$ cat src/rtl/iq_sample_packer.sv
// -----------------------------------------------------------------------------
// iq_sample_packer
//
// Packs a stream of 32-bit IQ samples ({I[15:0], Q[15:0]}) into OUT_WIDTH-bit
// words. Each component is reduced to BITS bits, which gives a 2*BITS-bit lane
// {I', Q'}. Each word holds LANES lanes. The first sample of a word goes in the
// top lane, and later samples fill downward. When tlast arrives on the input,
// a partial word is flushed early, and its unused lanes are zero. The output
// is a single registered entry that is safe under backpressure.
//
// Optional build macro:
//   IQ_PACK_ROUND_EN : round each component half-up and saturate before
//                      slicing. When undefined, plain MSB truncation is used.
//
// Parameters:
//   OUT_WIDTH : output word width, must be a multiple of 2*BITS
//   BITS      : retained bits per I/Q component, 1..16
//   LANES     : samples per output word (derived, do not override)
//
// Ports:
//   clk, reset : clock; synchronous active-high reset
//   i_tdata    : input sample {I, Q}
//   i_tlast    : last sample of the input packet
//   i_tvalid   : input valid
//   i_tready   : input ready
//   o_tdata    : packed output word
//   o_tlast    : word contains the last sample of a packet
//   o_tvalid   : output valid
//   o_tready   : output ready
//   o_lanes    : number of occupied lanes in o_tdata (1..LANES)
// -----------------------------------------------------------------------------
module iq_sample_packer #(
  parameter int  OUT_WIDTH = 32,
  parameter int  BITS      = 4,
  localparam int LANES     = OUT_WIDTH / (2 * BITS)
) (
  input  logic                         clk,
  input  logic                         reset,
  input  logic [31:0]                  i_tdata,
  input  logic                         i_tlast,
  input  logic                         i_tvalid,
  output logic                         i_tready,
  output logic [OUT_WIDTH-1:0]         o_tdata,
  output logic                         o_tlast,
  output logic                         o_tvalid,
  input  logic                         o_tready,
  output logic [$clog2(LANES+1)-1:0]   o_lanes
);

  localparam int LANE_W = 2 * BITS;
  localparam int CNT_W  = (LANES > 1) ? $clog2(LANES) : 1;
  localparam int NL_W   = $clog2(LANES + 1);
  localparam bit CFG_OK = (BITS >= 1) && (BITS <= 16) && ((OUT_WIDTH % (2 * BITS)) == 0);

  if (!CFG_OK) begin : g_bad_cfg
    $error("iq_sample_packer: illegal OUT_WIDTH/BITS combination");
  end

  // ---------------------------------------------------------------------------
  // Component reduction
  // ---------------------------------------------------------------------------
  logic [LANE_W-1:0] lane_val;

`ifdef IQ_PACK_ROUND_EN
  localparam int RND_SH = (BITS < 16) ? (15 - BITS) : 0;
  localparam int RND    = (BITS < 16) ? (1 << RND_SH) : 0;

  // Half-up rounding in 17-bit signed arithmetic. The rounding term is
  // positive, so only the positive rail can overflow.
  function automatic logic [BITS-1:0] round_comp(input logic [15:0] c);
    logic signed [16:0] sum;
    logic [15:0]        sat;
    sum = $signed({c[15], c}) + $signed(17'(RND));
    sat = (sum > 17'sd32767) ? 16'h7fff : sum[15:0];
    return sat[15 -: BITS];
  endfunction

  always_comb begin
    lane_val = {round_comp(i_tdata[31:16]), round_comp(i_tdata[15:0])};
  end
`else
  always_comb begin
    lane_val = {i_tdata[31 -: BITS], i_tdata[15 -: BITS]};
  end

  // The low-order bits are dropped by truncation.
  if (BITS < 16) begin : g_unused_low
    logic unused_low_bits;
    assign unused_low_bits = ^{i_tdata[31-BITS:16], i_tdata[15-BITS:0]};
  end
`endif

  // ---------------------------------------------------------------------------
  // Accumulator and handshake
  // ---------------------------------------------------------------------------
  logic [CNT_W-1:0]     cnt;
  logic [OUT_WIDTH-1:0] acc;
  logic [OUT_WIDTH-1:0] acc_next;
  logic                 completing;
  logic                 accept;

  // A sample completes the word if it fills the bottom lane or ends a packet.
  // This decode uses cnt and i_tlast only, never i_tvalid or i_tdata.
  assign completing = (cnt == CNT_W'(LANES - 1)) || i_tlast;
  assign i_tready   = !completing || !o_tvalid || o_tready;
  assign accept     = i_tvalid && i_tready;

  // NOTE: a combinational block assigns every output before any branch can
  // skip it. Otherwise synthesis infers a latch to hold the old value.
  always_comb begin
    acc_next = acc;
    acc_next = acc | (OUT_WIDTH'(lane_val) << (LANE_W * (LANES - 1 - int'(cnt))));
  end

  // NOTE: sequential state uses non-blocking assignments. Every register then
  // sees the pre-edge values of the others, whatever the statement order.
  always_ff @(posedge clk) begin
    // NOTE: the accumulator is reset along with the control registers, so a
    // partial word left over from before the reset cannot leak into the next one.
    if (reset) begin
      cnt      <= '0;
      acc      <= '0;
      o_tdata  <= '0;
      o_tlast  <= 1'b0;
      o_tvalid <= 1'b0;
      o_lanes  <= '0;
    end else if (accept && completing) begin
      // Move the finished word straight into the output register. This
      // reloads without a bubble when the previous word drains this cycle.
      o_tdata  <= acc_next;
      o_tlast  <= i_tlast;
      o_lanes  <= NL_W'(cnt) + NL_W'(1);
      o_tvalid <= 1'b1;
      acc      <= '0;
      cnt      <= '0;
    end else begin
      if (accept) begin
        acc <= acc_next;
        cnt <= cnt + CNT_W'(1);
      end
      if (o_tready) begin
        o_tvalid <= 1'b0;
      end
    end
  end

endmodule

$ cat config.mk
export PLATFORM = sky130hd
export DESIGN_NAME = iq_sample_packer
export DESIGN_NICKNAME = d
export VERILOG_FILES = /design/src/rtl/iq_sample_packer.sv
export SDC_FILE = /design/constraint.sdc
export NUM_CORES = 1
export LEC_CHECK = 0
export BUFFER_PORTS_ARGS = -buffer_cell sky130_fd_sc_hd__buf_4
export CAP_MARGIN = 15
export CORE_UTILIZATION = 40
export CTS_CLUSTER_SIZE = 25
export DETAILED_ROUTE_END_ITERATION = 12
export HOLD_SLACK_MARGIN = 0.06
export PLACE_DENSITY_LB_ADDON = 0.25
export SETUP_SLACK_MARGIN = 0.02
export SLEW_MARGIN = 15
export SYNTH_ARGS = -nofsm -noshare
export SYNTH_HDL_FRONTEND = slang
export SYNTH_SLANG_ARGS = --single-unit
$ cat constraint.sdc
create_clock -name clk -period 1.6 [get_ports clk]
set_clock_uncertainty 0.15 [all_clocks]
set_input_delay 0.32 -clock clk [delete_from_list [all_inputs] [get_ports clk]]
set_output_delay 0.32 -clock clk [all_outputs]
set_load 0.02 [all_outputs]
==> results.md, run 1 <==
- Status: finished with violations
- Failing checks: setup timing
- Util after Layout: 59.9%
- Gpl congestion: 0.714
- Critical Path Start Type: flop
- Rows: 29
- Final WS setup: -0.128 ns
- Grt total ovfl: 0
- CTS tree: built
- Critical path endpoint category: primary output
- Initial antenna violation count: 0
- Final cell count without fillers: 429
- GRT Total Usage: 18.5%
- DIE WIDTH: 83.8 um
- Post-Syn Area: 2670 um^2
- Max Cap Viol: 0
- Slew HR: 67.8%
- Post-synth EDFFs: 0
- PortBufs: 50
- Unrepaired setup endpoints after global routing: true
- CTS max path bufs: 2
- Diode count: 0
- Remaining DRCs: 0
- CP Data Required Time: 1.13 ns
- Die area: 7020 um^2
- Hpwl dp: 3.89 mm
- Post-layout min period: 1.73 ns
- Distinct cells, synth: 25
- First-pass GRT wire length: 10.1 mm
- Vias in the first global route: 2057
- Cell area power density: 1050 nW/um^2
- Share of the synthesized area in the top cell type: 53.2%
- Filler cells: 557
- Slew Limit Fails: 0
- Least-Margin Pin Slew: 0.481 ns
- Die height: 83.8 um
- Final setup vio count: 67
- Worst R2R Start: cnt[0]
- Top cells by count, synth: dfxtp_1 (71), nor2_1 (68), a211oi_1 (32), a31oi_1 (32), nor3_1 (32)
- Period utilization: 108%
- Gate Count Post-Synth: 295
- Num CTS Buffers: 9
- Ys flop type: dfxtp_1
- Synth Area per Inst: 9.06 um^2
- Clock transition at path regs: 0.07 ns
- CP Data Arrival Time: 1.26 ns
- Post-DRT Antenna Nets: 0
- Seq/Total Area, Yosys: 53.2%
- Syn_nets: 333
- CP Launch Point: cnt[0]
- Hold Crit Start: i_tlast
- Fin. Hold Viols: 0
- Area contributors post-synth: dfxtp_1 (53%), nor2_1 (9.5%), a211oi_1 (9.0%), a31oi_1 (7.5%), nor3_1 (6.0%)
- Clock Latency Late Sink: 0.34 ns
- Synth Register Bits: 71
- F_max: 579 MHz
- Area delta synth->final: 43.1%
- Core Footprint: 6390 um^2
- DR vias: 2344
- Maximum VDD drop: 0.000587 V
- Placed Cells incl. Taps: 398
- Drt first pass iters: 4
- Crit path kind: flop to primary output
- Nets: 386
- Root Driver: clkbuf_8
- Via density: 5.46
- Post-synth ARST share: 0%
- Initial core utilization: 41.9%
- Clock Sinks: 71
- Worst hold slack: 0.158 ns
- Most numerous cell in the Yosys netlist: dfxtp_1
- Worst-path maximum fanout: 3
- Ports: 75
- Synth area leader: dfxtp_1
- Leakage: 1.48 nW
- Syn. warnings: 0
- Number of H-tree levels: 3
- WL per Instance: 16.7 um
- Layout cells sized above 1: 42.3%
- Hold WC Path Type: input pin to flop
- Initial DRC count: 147
- Routed WL: 7.16 mm
- Largest net degree at the start of global routing: 35
[area by class of cell]
class                           count  area, um^2  area share (%)
Clock buffer                       11         131            3.43
Clock inverter                      4        47.5            1.24
Multi-Input combinational cell    190        1360            35.5
Sequential cell                    71        1430            37.3
Tap cell                           77        96.3            2.52
Timing Repair Buffer               76         764            20.0
[what timing repair did]
action / in CTS / in global routing
cloned: 0 / 7
setup buffers: 1 / 8
pin swaps: 1 / 44
hold buffers: 0 / 0
gates resized for setup: 16 / 66
endpoints found under the hold margin: 0 / 0
setup endpoints to repair: 69 / 67
[cells in the final DEF, fill, tap and decap left out, types with 6 or more instances in the layout]
| master | instances |
|---|---|
| dfxtp_1 | 69 |
| nor2_1 | 57 |
| buf_4 | 56 |
| a31oi_1 | 31 |
| nor3_1 | 25 |
| a211oi_2 | 23 |
| clkbuf_8 | 9 |
| nor2_2 | 7 |
| nor3_2 | 7 |
| buf_6 | 7 |
| a211oi_4 | 6 |
| buf_12 | 6 |
[per-layer routing]
layer | track usage [%] | vias up | wire length (um)
met4 | 6.47 | 0 | 96
met2 | 29.9 | 58 | 3580
met1 | 22.9 | 1128 | 3120
li1 | - | 1148 | -
met3 | 6.23 | 10 | 363
met5 | 0 | - | 0
[sequential cells by signal (all words and copies together) (netlist names)]
signal	cells
cnt	2
o_lanes	3
o_tdata	32
acc	32
o_tvalid	1
o_tlast	1
[cells by family (layout without fill, tap and decap cells)]
| family | Yosys count | in the layout | share of synthesized area (%) |
|---|---|---|---|
| muxes | 1 | 1 | 0.374 |
| and+or+nand+nor | 116 | 117 | 19.3 |
| buffers and inverters | 35 | 91 | 8.70 |
| xor gates and xnor gates | 1 | 1 | 0.328 |
| AOI/OAI and AO/OA | 70 | 70 | 17.7 |
| DFF | 71 | 71 | 53.2 |
| adders and majority gates | 1 | 1 | 0.468 |
[worst max-delay path: stages, from the launching register on]
cell     delay [ns]
dfxtp_4        0.37
ha_4           0.16
nor2_4         0.04
or2_4          0.22
buf_6          0.13
[power breakdown]
group	switching [mW]	internal [mW]
Sequential	0.0549	1.85
Clock	0.642	0.707
Combinational	0.413	0.341
[stage by stage]
step	setup TNS (ns)	setup slack (ns)	instance area, um^2	total power, mW
detailed placement	-6.55	-0.200	3040	2.49
global placement	-5.35	-0.171	3040	2.48
global route	-6.43	-0.166	3830	4.18
finish	-3.53	-0.128	3830	4.01
floorplan	0	0.0443	2690	2.32
CTS	-1.75	-0.188	3290	3.84
[worst paths after layout]
path / endpoint / cells past startpoint / slack, ns
max: i_tready / 4 / -0.13
min: o_tlast / 3 / 0.16
max reg2reg: acc[13] / 8 / -0.09
min reg2reg: o_lanes[0] / 2 / 0.31
Note: power is estimated with default switching activity, not from simulation.
==> inputs of run 2 (changes only) <==
--- a/config.mk
+++ b/config.mk
@@ -9,2 +9,3 @@
 export CAP_MARGIN = 15
+export CORE_ASPECT_RATIO = 0.7
 export CORE_UTILIZATION = 40
--- a/constraint.sdc
+++ b/constraint.sdc
@@ -4,2 +4,2 @@
 set_output_delay 0.32 -clock clk [all_outputs]
-set_load 0.02 [all_outputs]
+set_load 0.005 [all_outputs]
==> run 2 against run 1 <==
  * The flow still finishes with violations (setup timing)
  * Die area barely moved
  * First-iteration DRC count fell by 39%
  * Register-to-register slack barely moved
  * Critical path depth did not move
  * Global-route usage rose by 1.1 points
  * Combinational power fell by 3.4%
  * Critical endpoint unchanged
==> results.md, run 2 (synthesis gave the netlist of run 1 again) <==
- Final setup vio count: 52
- Grt total ovfl: 0
- Die height: 70.4 um
- Least-Margin Pin Slew: 0.534 ns
- Met3 Use GR: 5.41%
- Core Footprint: 6340 um^2
- Die area: 7020 um^2
- Max Cap Viol: 0
- Hpwl dp: 3.90 mm
- Remaining DRCs: 0
- Fin. Hold Viols: 0
- Area delta synth->final: 49.6%
- CTS tree: built
- PortBufs: 50
- Vias in the first global route: 2139
- Rows: 24
- Clock transition at path regs: 0.07 ns
- Initial core utilization: 42.2%
- Maximum VDD drop: 0.000607 V
- Area of the multi-input gates: 1470 um^2
- Most common cell after layout, fill and taps aside: dfxtp_1
- Final TNS setup: -2.18 ns
- Grt peak-use layer: met2
- Cell area power density: 1040 nW/um^2
- Layout cells sized above 1: 46.7%
- Final WS setup: -0.0925 ns
- DIE WIDTH: 99.7 um
- DR vias: 2377
- Via density: 5.38
- Critical path endpoint category: primary output
- Status: finished with violations
- CP Data Required Time: 1.13 ns
- Routed WL: 7.14 mm
- Critical Path Start Type: flop
- Met2 GRT Util: 30.2%
- Nets: 385
- Diode count: 0
- CP Data Arrival Time: 1.22 ns
- GRT Total Usage: 19.6%
- Most frequent cells in the layout: dfxtp_1 (69), buf_4 (57), nor2_1 (44), a31oi_1 (32), nor3_1 (29)
- First-pass GRT wire length: 10.5 mm
- Num CTS Buffers: 9
- Unrepaired setup endpoints after global routing: true
- Ports: 75
- Leakage: 1.49 nW
- Worst hold slack: 0.143 ns
- Number of H-tree levels: 3
- Placed Cells incl. Taps: 412
- Slew Limit Fails: 0
- CTS max path bufs: 2
- Post-DRT Antenna Nets: 0
- Initial antenna violation count: 0
- Gpl congestion: 0.728
- Drt first pass iters: 4
- Post-layout min period: 1.69 ns
- Period utilization: 106%
- Final cell count without fillers: 442
- F_max: 591 MHz
- Crit path kind: flop to primary output
- Clock Latency Late Sink: 0.34 ns
- Worst-path maximum fanout: 4
- Initial DRC count: 89
- Largest net degree at the start of global routing: 35
- Filler cells: 518
- Root Driver: clkbuf_8
- Largest registers: acc: 32 flops, o_tdata: 32 flops, o_lanes: 3 flops
- Hold WC Path Type: input pin to flop
- WL per Instance: 16.1 um
- Failing checks: setup timing
- Seq. cell area: 1430 um^2
- Slew HR: 64.3%
- GR Util met1: 26.3%
- Clock Sinks: 71
- Util after Layout: 63.2%
==> run 2: cell count changes in the layout (fill, tap and decap cells not counted), sizes merged <==
cell / previous run / this run
buf: 72 / 74
clkbuf: 15 / 13
clkinvlp: 1 / 0
bufinv: 1 / 2
nand3b: 2 / 1
==> run 2: critical path, cell delays in order, from the launching register on <==
cell and delay, ns:
dfxtp_4 0.36, ha_4 0.14, nor2_4 0.04, or2_4 0.22
buf_6 0.11
==> run 2: where the power goes <==
group / leakage [nW] / internal, mW / switching [mW]
sequential: 0.581 / 1.85 / 0.0539
combinational: 0.799 / 0.350 / 0.378
clock: 0.109 / 0.907 / 0.630
==> run 2: metal layers <==
layer / up-vias / share of wire, %
li1: 1141 / -
met1: 1157 / 46
met2: 65 / 48
met3: 14 / 4.9
met4: 0 / 1.4
met5: - / 0
==> run 2: cell type report <==
cell class	count	share of cell area (%)
Clock inverter	4	1.75
Multi-Input combinational cell	189	36.8
Timing Repair Buffer	76	19.4
Clock buffer	11	3.53
Sequential cell	71	35.7
Tap cell	91	2.85
==> run 2: repair_timing <==
action                     CTS  global route
resized for setup           60            60
hold buffers                 0             0
buffers inserted             7             5
gates cloned                 3             2
setup endpoints to repair   67            69
pin swaps                   24            28
==> run 2: per-stage QoR <==
| step | setup WS, ns | cell area, um^2 | power (mW) |
|---|---|---|---|
| 2_1_floorplan | 0.0448 | 2690 | 2.25 |
| 3_3_place_gp | -0.218 | 3070 | 2.41 |
| 4_1_cts | -0.102 | 3690 | 4.08 |
| 3_5_place_dp | -0.240 | 3070 | 2.43 |
| 5_1_grt | -0.143 | 4000 | 4.32 |
| 6_report | -0.0925 | 4000 | 4.17 |
==> run 2: worst paths after layout <==
path | from | end | slack (ns) | cells past startpoint
setup / recovery | cnt[1] | i_tready | -0.09 | 4
setup reg to reg | cnt[1] | acc[0] | -0.08 | 8
hold / removal | i_tlast | o_tlast | 0.14 | 3
hold reg to reg | o_tlast | o_tlast | 0.31 | 2
